File: config.mk
export PLATFORM = sky130hd
export DESIGN_NAME = serial_subtractor
export DESIGN_NICKNAME = d
export VERILOG_FILES = /design/src/rtl/serial_subtractor.sv
export SDC_FILE = /design/constraint.sdc
export NUM_CORES = 1
export LEC_CHECK = 0
export ABC_AREA = 1
export CAP_MARGIN = 20
export CORE_MARGIN = 4
export CORE_UTILIZATION = 47
export DETAILED_ROUTE_END_ITERATION = 8
export GPL_ROUTABILITY_DRIVEN = 0
export PLACE_DENSITY_LB_ADDON = 0.25
export SLEW_MARGIN = 20
export SYNTH_ARGS = -nofsm -noshare
export SYNTH_HDL_FRONTEND = slang
export SYNTH_SLANG_ARGS = --single-unit
File: constraint.sdc
create_clock -name clk -period 1.3 [get_ports clk]
set_input_delay 0.39 -clock clk [delete_from_list [all_inputs] [get_ports clk]]
set_output_delay 0.39 -clock clk [all_outputs]
set_load 0.02 [all_outputs]
File: src/rtl/serial_subtractor.sv
// Bit-serial two's-complement subtractor D = A - B, one bit per clock, LSB first.
// Optional signed-overflow output Ovf is enabled by defining SERIAL_SUB_OVF_EN.
module serial_subtractor #(
    parameter int WIDTH = 8
) (
    input  logic             clk,
    input  logic             rst_n,
    input  logic             start,
    input  logic [WIDTH-1:0] A,
    input  logic [WIDTH-1:0] B,
    output logic             busy,
    output logic             done,
    output logic [WIDTH-1:0] D,
    output logic             Bout
`ifdef SERIAL_SUB_OVF_EN
    ,
    output logic             Ovf
`endif
);

    localparam int CW = (WIDTH > 1) ? $clog2(WIDTH) : 1;
    localparam logic [CW-1:0] LAST_CNT = CW'(WIDTH - 1);

    typedef enum logic [1:0] {
        IDLE  = 2'd0,
        SHIFT = 2'd1,
        DONE  = 2'd2
    } state_t;

    state_t             state_r;
    state_t             state_s;
    logic [WIDTH-1:0]   a_r;
    logic [WIDTH-1:0]   b_r;
    logic [WIDTH-2:0]   res_r;
    logic [CW-1:0]      cnt_r;
    logic               br_r;
    logic               busy_r;
    logic               done_r;
    logic [WIDTH-1:0]   d_r;
    logic               bout_r;
    logic [1:0]         cell_s;
    logic               diff_s;
    logic               br_next_s;
    logic [WIDTH-1:0]   full_s;
    logic               last_s;

    // Full-subtractor cell: returns {borrow_out, difference}.
    function automatic logic [1:0] full_sub(input logic a, input logic b, input logic br);
        full_sub = {((~a & b) | (~(a ^ b) & br)), (a ^ b ^ br)};
    endfunction

    // Shared full-subtractor cell and the assembled result including the current bit.
    always_comb begin
        cell_s    = full_sub(a_r[0], b_r[0], br_r);
        diff_s    = cell_s[0];
        br_next_s = cell_s[1];
        full_s    = {diff_s, res_r};
        last_s    = (cnt_r == LAST_CNT);
    end

    // Next-state logic.
    always_comb begin
        state_s = state_r;
        case (state_r)
            IDLE: begin
                if (start) begin
                    state_s = SHIFT;
                end else begin
                    state_s = IDLE;
                end
            end
            SHIFT: begin
                if (last_s) begin
                    state_s = DONE;
                end else begin
                    state_s = SHIFT;
                end
            end
            DONE:    state_s = IDLE;
            default: state_s = IDLE;
        endcase
    end

    // State register and status flags, registered from the next state.
    always_ff @(posedge clk or negedge rst_n) begin
        if (!rst_n) begin
            state_r <= IDLE;
            busy_r  <= 1'b0;
            done_r  <= 1'b0;
        end else begin
            state_r <= state_s;
            busy_r  <= (state_s == SHIFT);
            done_r  <= (state_s == DONE);
        end
    end

`ifdef SERIAL_SUB_OVF_EN
    logic a_sign_r;
    logic b_sign_r;
    logic ovf_r;

    // Operand sign bits captured at start and the overflow result.
    always_ff @(posedge clk or negedge rst_n) begin
        if (!rst_n) begin
            a_sign_r <= 1'b0;
            b_sign_r <= 1'b0;
            ovf_r    <= 1'b0;
        end else if (state_r == IDLE && start) begin
            a_sign_r <= A[WIDTH-1];
            b_sign_r <= B[WIDTH-1];
        end else if (state_r == SHIFT && last_s) begin
            ovf_r <= (a_sign_r != b_sign_r) && (diff_s != a_sign_r);
        end else begin
            ovf_r <= ovf_r;
        end
    end

    assign Ovf = ovf_r;
`endif

    // Datapath: operand shift registers, borrow FF, bit counter and held results.
    // Results load on the last SHIFT edge so they are already valid during done.
    always_ff @(posedge clk or negedge rst_n) begin
        if (!rst_n) begin
            a_r    <= '0;
            b_r    <= '0;
            res_r  <= '0;
            cnt_r  <= '0;
            br_r   <= 1'b0;
            d_r    <= '0;
            bout_r <= 1'b0;
        end else begin
            case (state_r)
                IDLE: begin
                    if (start) begin
                        a_r   <= A;
                        b_r   <= B;
                        res_r <= '0;
                        cnt_r <= '0;
                        br_r  <= 1'b0;
                    end else begin
                        a_r <= a_r;
                    end
                end
                SHIFT: begin
                    res_r <= full_s[WIDTH-1:1];
                    a_r   <= {1'b0, a_r[WIDTH-1:1]};
                    b_r   <= {1'b0, b_r[WIDTH-1:1]};
                    br_r  <= br_next_s;
                    cnt_r <= cnt_r + CW'(1);
                    if (last_s) begin
                        d_r    <= full_s;
                        bout_r <= br_next_s;
                    end else begin
                        d_r <= d_r;
                    end
                end
                default: begin
                    a_r <= a_r;
                end
            endcase
        end
    end

    assign busy = busy_r;
    assign done = done_r;
    assign D    = d_r;
    assign Bout = bout_r;

endmodule

==> reports/qor.txt, run 1 <==
Initial Utilization = 0.493
Die ar. = 4960 um2
First DRT Iteration DRCs = 114
Internal = 3.28 mW
Biggest area consumer among synthesized cells = dfrtp_1
Routed vias = 1,444
Vias in the first global route = 1,447
Clk slew on worst S/H paths = 70 ps
Post-layout util = 0.630
CTS tree = done
Diode count = 0
Post-Syn Area = 1830 um2
Worst min path class = in2async
Critical Path AT = 840 ps
Core ar. = 3720 um2
Top delay family on crit path = flip-flops
Maximum clock path buffer count = 2
Commonest non-fill, non-tap cell in the layout = nand2_1
Final Hold Vio Count = 0
Initial antenna violation count = 0
Worst Reg-to-Reg Cells = 5
Worst EP required = 910 ps
Routed wire per std cell = 11.3 um
Period utilization = 0.949
Hold Slack = 53.3 ps
Net Sw Frac = 0.388
Flops & latches, synth = 40
Slew HR = 0.852
Clock tree sinks = 40
Multiplexer share of the synthesized area = 0
Largest cells by area after synthesis = dfrtp_1 55%, nand2_1 14%, inv_1 8.2%
Setup crit start kind = register
GR Util All Layers = 0.158
Post-route ant nets = 0
GRT overflow = 0
Max-slew violation count = 0
Crit-path cells = buf_2
Number of remaining DRC errors = 0
Synth Area in Adders = 0.0246
Critical Path Fanout Max = 2
Slowest CP cell = dfrtp_1
Max Cap Viol = 0
Final setup TNS = 0 ps
Status = completed
Pre-Repair DR Iteration Count = 4
Largest net degree at the start of global routing = 41
P&R area growth vs syn = 27.9%
Leakage = 1.27 nW
Mapped Avg Cell Area = 8.36 um2
Worst r2r dst = D[5]
Setup CP Type = reg2out
Site Rows = 22
DP Cell Count = 300
Clock power frac = 0.161
Post-DP HPWL = 2340 um
Power share of the sequential group = 0.393
FILL cells = 350
Net switching power figure = 2.08 mW
Final setup viols = 0
Xor/xnor share of the synthesized area = 0
Routed vias/inst = 4.64
Clock root buffer = clkbuf_8
Critical path buffers and inverters = 1
Worst-skew pair later-pin latency = 290 ps
H-tree levels = 2
Largest family of logic cells by synthesized area = simple AND/OR/NAND/NOR gates
Die span in y = 70.4 um
Final net count = 284
Peak VDD IR = 1.38 mV
Unrepaired setup endpoints after global routing = true
CTS Buf Count = 5
Reg2Reg Setup Slack = 80 ps
Synth cell types = 17
Logic pwr share = 0.446
CP endpoint kind = output port
Most frequent cells in the layout = 70 x nand2_1, 40 x inv_1, 39 x dfrtp_1
Clock period minus worst slack = 1230 ps
Reg area = 1000 um2
Count of hold-fix buffers inserted at cts = 0
Post-route insts no fill = 311
Final wirelength = 3510 um
Post-synthesis simple-gate area fraction = 0.240
# IOs = 30
Final instance area = 2340 um2
Worst slew pin tran = 222 ps
Final Skew = 10.3 ps
P per Cell Area = 2290 nW/um2
Port Buffers = 29
CP peak stage delay = 390 ps
Register area share after synthesis = 0.546
Peak Freq = 0.810 GHz
Reg2reg start = cnt_r[0]
Die Width = 70.4 um
Synthesized Nets = 241
DP Area = 2240 um2
Global-route wire length before repair = 6330 um
Share of layout cells above drive strength 1 = 0.163
Compound-Gate Fraction of Synth Area = 0.0663
Synth Instances = 219
YS warnings = 0
Area of the multi-input gates = 614 um2
Top cell type's share of synthesized area = 0.546
==> synthesized netlist by cell type <==
master   count
o21ai_0      5
nand2_2      2
o21ai_1     13
inv_2        1
fa_1         1
nand2_4      1
o21ai_4      1
ha_1         2
buf_6        4
inv_1       40
buf_2        5
nand2_1     70
nor2_2       1
nor2_1       2
a21oi_1      3
nand3_1     28
dfrtp_1     40
==> cells by family after synthesis <==
| logic type | after synthesis |
|---|---|
| compound gates | 22 |
| fa+ha+maj | 3 |
| buf+inv | 50 |
| flops | 40 |
| simple gates | 104 |
==> worst max-delay path by stage <==
stage               end        from  slack [ps]  cells past startpoint
3_3_place_gp     b_r[4]       start        -220                      4
6_report           Bout        Bout          70                      1
3_5_place_dp       br_r       start        -270                      4
5_1_grt        res_r[1]  state_r[0]          -4                      4
2_1_floorplan      Bout    cnt_r[0]           8                      5
4_1_cts            Bout    cnt_r[0]           5                      6
==> through the flow <==
stage	worst slack, ps	total power [mW]
after floorplan	7.79	3.71
after global placement	-221	4.48
after detailed placement	-266	4.55
after CTS	4.74	5.30
after global routing	-3.52	5.90
final	66.0	5.36
==> per-layer routing <==
metal | vias to the layer above | GRT usage | share of wire
met5 | - | 0 | 0
met4 | 0 | 0.0319 | 0.0080
met3 | 4 | 0.0518 | 0.041
met2 | 21 | 0.243 | 0.45
met1 | 666 | 0.220 | 0.50
li1 | 753 | - | -
==> power by group through the flow <==
| stage | combinational, mW | clock [mW] | sequential [mW] |
|---|---|---|---|
| 6_report | 2.39 | 0.863 | 2.11 |
| 3_3_place_gp | 2.37 | 0 | 2.11 |
| 3_5_place_dp | 2.43 | 0 | 2.11 |
| 2_1_floorplan | 1.50 | 0 | 2.21 |
| 4_1_cts | 2.32 | 0.877 | 2.10 |
| 5_1_grt | 2.79 | 0.929 | 2.17 |
==> flip-flops by register name (all words and copies together), names as in the netlist <==
register	count
Bout	1
br_r	1
done	1
cnt_r	3
busy	1
D	8
res_r	7
state_r	2
a_r	8
b_r	8
==> final cells by class <==
cell class | instances | share of cell area
Multi-Input combinational cell | 129 | 0.262
Timing Repair Buffer | 45 | 0.178
Sequential cell | 40 | 0.428
Clock buffer | 7 | 0.0369
Clock inverter | 1 | 0.00321
Tap cell | 48 | 0.0256
Inverter | 41 | 0.0657
==> what timing repair did <==
item	in CTS	in global routing
pin swaps	0	2
buffers inserted	0	2
setup endpoints to repair	11	32
resized for setup	42	5
gates cloned	0	1
Note: power is estimated with default switching activity, not from simulation.
==> run 2, diff against run 1 <==
- CORE_UTILIZATION: 47 -> 35
==> reports/qor.txt, run 2 (synthesis gave the netlist of run 1 again) <==
Final setup TNS = 0 ps (unchanged)
Post-layout util = 0.465 (-0.165)
Site Rows = 26 (+18%)
Final Hold Vio Count = 0 (unchanged)
DP Cell Count = 324 (+8.0%)
Critical Path AT = 850 ps (about the same)
Largest net degree at the start of global routing = 31 (-24%)
Slowest CP cell = dfrtp_1
Pre-Repair DR Iteration Count = 4 (unchanged)
Share of layout cells above drive strength 1 = 0.166 (+0.00254)
Final setup viols = 0 (unchanged)
Peak VDD IR = 0.702 mV (-49%)
P per Cell Area = 2280 nW/um2 (-0.46%)
Setup CP Type = reg2out
Die ar. = 6460 um2 (+30%)
Post-route ant nets = 0 (unchanged)
Clock period minus worst slack = 1240 ps (+6.26 ps)
# IOs = 30 (unchanged)
Crit-path cells = buf_2
Leakage = 1.27 nW (about the same)
Overall Power = 5.38 mW (+0.39%)
Die Width = 80.3 um (+14%)
Period utilization = 0.954 (+0.00482)
Setup crit start kind = register
Die span in y = 80.3 um (+14%)
Final instance area = 2360 um2 (+0.85%)
Clock tree sinks = 40 (unchanged)
Critical path buffers and inverters = 1 (unchanged)
Worst r2r dst = D[3]
Max Cap Viol = 0 (unchanged)
Peak Freq = 0.806 GHz (-0.50%)
Slew HR = 0.799 (-0.0534)
Final Skew = 6.68 ps (-3.63 ps)
Vias in the first global route = 1,378 (-4.8%)
Worst min path class = reg2reg
Worst slew pin tran = 302 ps (+80.1 ps)
Diode count = 0 (unchanged)
Core ar. = 5070 um2 (+37%)
H-tree levels = 2 (unchanged)
Worst hold start = D[7]
P&R area growth vs syn = 29.0%
Final wirelength = 3720 um (+5.8%)
Maximum clock path buffer count = 2 (unchanged)
Worst EP required = 910 ps (about the same)
CP endpoint kind = output port
Routed wire per std cell = 11.1 um (-1.8%)
CP peak stage delay = 390 ps (about the same)
Routed vias/inst = 4.34 (-6.5%)
Port Buffers = 29 (unchanged)
Clk slew on worst S/H paths = 80 ps (about the same)
Post-route insts no fill = 335 (+7.7%)
Number of remaining DRC errors = 0 (unchanged)
Max-slew violation count = 0 (unchanged)
Critical Path Fanout Max = 2 (unchanged)
FILL cells = 544 (+55%)
DP Area = 2300 um2 (+2.5%)
First DRT Iteration DRCs = 50 (-56%)
Final net count = 286 (+0.70%)
GRT overflow = 0 (unchanged)
Routed vias = 1,454 (+0.69%)
Worst Reg-to-Reg Cells = 6 (+1)
Status = completed
Worst-skew pair later-pin latency = 290 ps (about the same)
Global-route wire length before repair = 6330 um (unchanged)
CTS Buf Count = 5 (unchanged)
Post-DP HPWL = 2630 um (+12%)
Commonest non-fill, non-tap cell in the layout = nand2_1
WHS Endpoint = D[7]
Clock root buffer = clkbuf_8
GR Util All Layers = 0.127 (-0.0319)
Top delay family on crit path = flip-flops
Hold path cells = 2
Initial Utilization = 0.361 (-0.132)
Initial antenna violation count = 0 (unchanged)
Reg2Reg Setup Slack = 90 ps (about the same)
Reg2reg start = cnt_r[0]
Most frequent cells in the layout = 70 x nand2_1, 40 x dfrtp_1, 40 x inv_1
CTS tree = done
[run 2: cell types whose count changed in the layout (fill, tap and decap cells not counted), sizes merged]
cell	before	now
buf	27	29
clkbuf	8	6
dlygate4sd3	0	1
clkinv	0	2
clkinvlp	1	0
[run 2: final cells by class]
| cell class | instances | area, um2 | area share |
|---|---|---|---|
| tap | 70 | 87.6 | 0.0371 |
| clock inverter | 2 | 10.0 | 0.00424 |
| clock buffer | 6 | 82.6 | 0.0350 |
| inverter | 41 | 154 | 0.0651 |
| multi-input combinational | 129 | 609 | 0.258 |
| timing repair buffer | 47 | 418 | 0.177 |
| sequential | 40 | 1000 | 0.424 |
[run 2: worst min-delay path, cell delays in order (launching register included)]
cell and delay [ps]:
dfrtp_1 340, nand2_1 50, nand2_1 50
[run 2: layer usage]
metal  part of all wire  up-vias  global-route usage
met5                  0        -                   0
met4              0.012        0              0.0405
met3              0.047        6              0.0381
met2               0.46       32               0.195
met1               0.48      663               0.170
li1                   -      753                   -
[run 2: worst max-delay path by stage]
stage | start | to | slack, ps | cells after the start
global route | cnt_r[0] | D[4] | -10 | 6
detailed placement | start | b_r[4] | -210 | 6
CTS | cnt_r[0] | D[3] | 10 | 6
floorplan | cnt_r[0] | Bout | 8 | 5
global placement | start | b_r[4] | -180 | 6
finish | Bout | Bout | 60 | 1
[run 2: what timing repair did]
| action | in CTS | in global routing |
|---|---|---|
| buffers inserted | 0 | 2 |
| setup endpoints to repair | 11 | 10 |
| resized for setup | 44 | 1 |
| hold buffers | 1 | 0 |
| endpoints found under the hold margin | 10 | 0 |
[run 2: report_power, final]
| group | switching (mW) | internal (mW) | total, mW |
|---|---|---|---|
| logic | 1.38 | 1.07 | 2.45 |
| clock network | 0.420 | 0.423 | 0.843 |
| registers | 0.287 | 1.80 | 2.09 |
[run 2: metrics by stage]
stage	hold WS [ps]	setup WS, ps
floorplan	94.4	7.79
global placement	285	-185
detailed placement	295	-213
CTS	482	10.4
global route	512	-10.5
finish	475	59.7
==> RTL edit, RTL diff (flow settings as in run 1) <==
`WIDTH`: 8 -> 4.
--- a/src/rtl/serial_subtractor.sv
+++ b/src/rtl/serial_subtractor.sv
@@ -2,5 +2,5 @@
 // Optional signed-overflow output Ovf is enabled by defining SERIAL_SUB_OVF_EN.
 module serial_subtractor #(
-    parameter int WIDTH = 8
+    parameter int WIDTH = 4
 ) (
     input  logic             clk,
Interface: changed (resized A, B and D); port bits go from 30 to 18. No check against the original RTL was run, so the function may have changed too.
==> RTL edit against run 1 <==
- worst setup slack worse by 0.017 ns
- power is 45% lower
- sequential cell count is 17 lower
- routed wire length is 50% lower
- clock power is 63% lower
- first-iteration DRC count is 92% lower
- cell area is 46% lower
- combinational power is 41% lower
- sequential share of layout area is 2.6 points higher
- hold slack better by 0.37 ns
- synthesized cell count is 47% lower
- area after synthesis is 43% lower
==> RTL edit: results <==
set metrics [dict create \
    status "complete, no violations" \
    h-tree-depth 1 \
    via_per_inst 4.744 \
    p_int_mw 1.732 \
    pwr-share-clk 0.109 \
    worst_r2r_path_depth 3 \
    ys_types 16 \
    grt_pass1_vias 739 \
    layout-drive-gt1-share 0.1752 \
    wl_met3_microns 80 \
    syn_inst 116 \
    p_leak_nw 0.6766 \
    cts_made_buffers 3 \
    grt_usage 0.1276 \
    port_buffers 17 \
    dp_cells 160 \
    r2r_start "a_r[0]$_DFFE_PN0P_" \
    wl_per_cell_microns 10.74 \
    gr-usage-met2 0.2078 \
    num-nets-final 151 \
    wl_met1_microns 835 \
    hold_ws_ns 0.4257 \
    slew_headroom 0.8265 \
    post-place-ws_ns -0.1307 \
    place_area_sq_um 1275 \
    reg2reg_to "res_r[2]$_DFFE_PN0P_" \
    finClkSkew_ns 0.006821 \
    p_seq_mw 1.21 \
    synth_fp_nets 129 \
    ir_worst_vdd_mv 1.014 \
    met1_usage 0.1637 \
    ys_seq_area_frac 0.5476 \
    clk_pin_slew_worst_paths_ns 0.13 \
]
-- RTL edit: what timing repair did --
| item | 4_1_cts | 5_1_grt |
|---|---|---|
| endpoints found under the setup margin | 7 | 0 |
| hold buffers | 0 | 0 |
| gates resized for setup | 28 | 0 |
-- RTL edit: area by class of cell --
type / count / area share
flip-flops and latches: 23 / 0.4541
well taps: 27 / 0.02665
clock buffers: 3 / 0.01777
repair buffers: 22 / 0.1658
multi-input cells: 68 / 0.2725
inverters: 20 / 0.05923
clock inverters: 1 / 0.003949
-- RTL edit: worst max path at each step --
stage	from	to	depth (start not counted)
finish	D[2]$_DFFE_PN0P_	D[2]	1
global placement	start	a_r[2]$_DFFE_PN0P_	5
global route	D[1]$_DFFE_PN0P_	D[1]	1
CTS	D[2]$_DFFE_PN0P_	D[2]	1
floorplan	a_r[0]$_DFFE_PN0P_	res_r[2]$_DFFE_PN0P_	3
detailed placement	start	b_r[2]$_DFFE_PN0P_	5
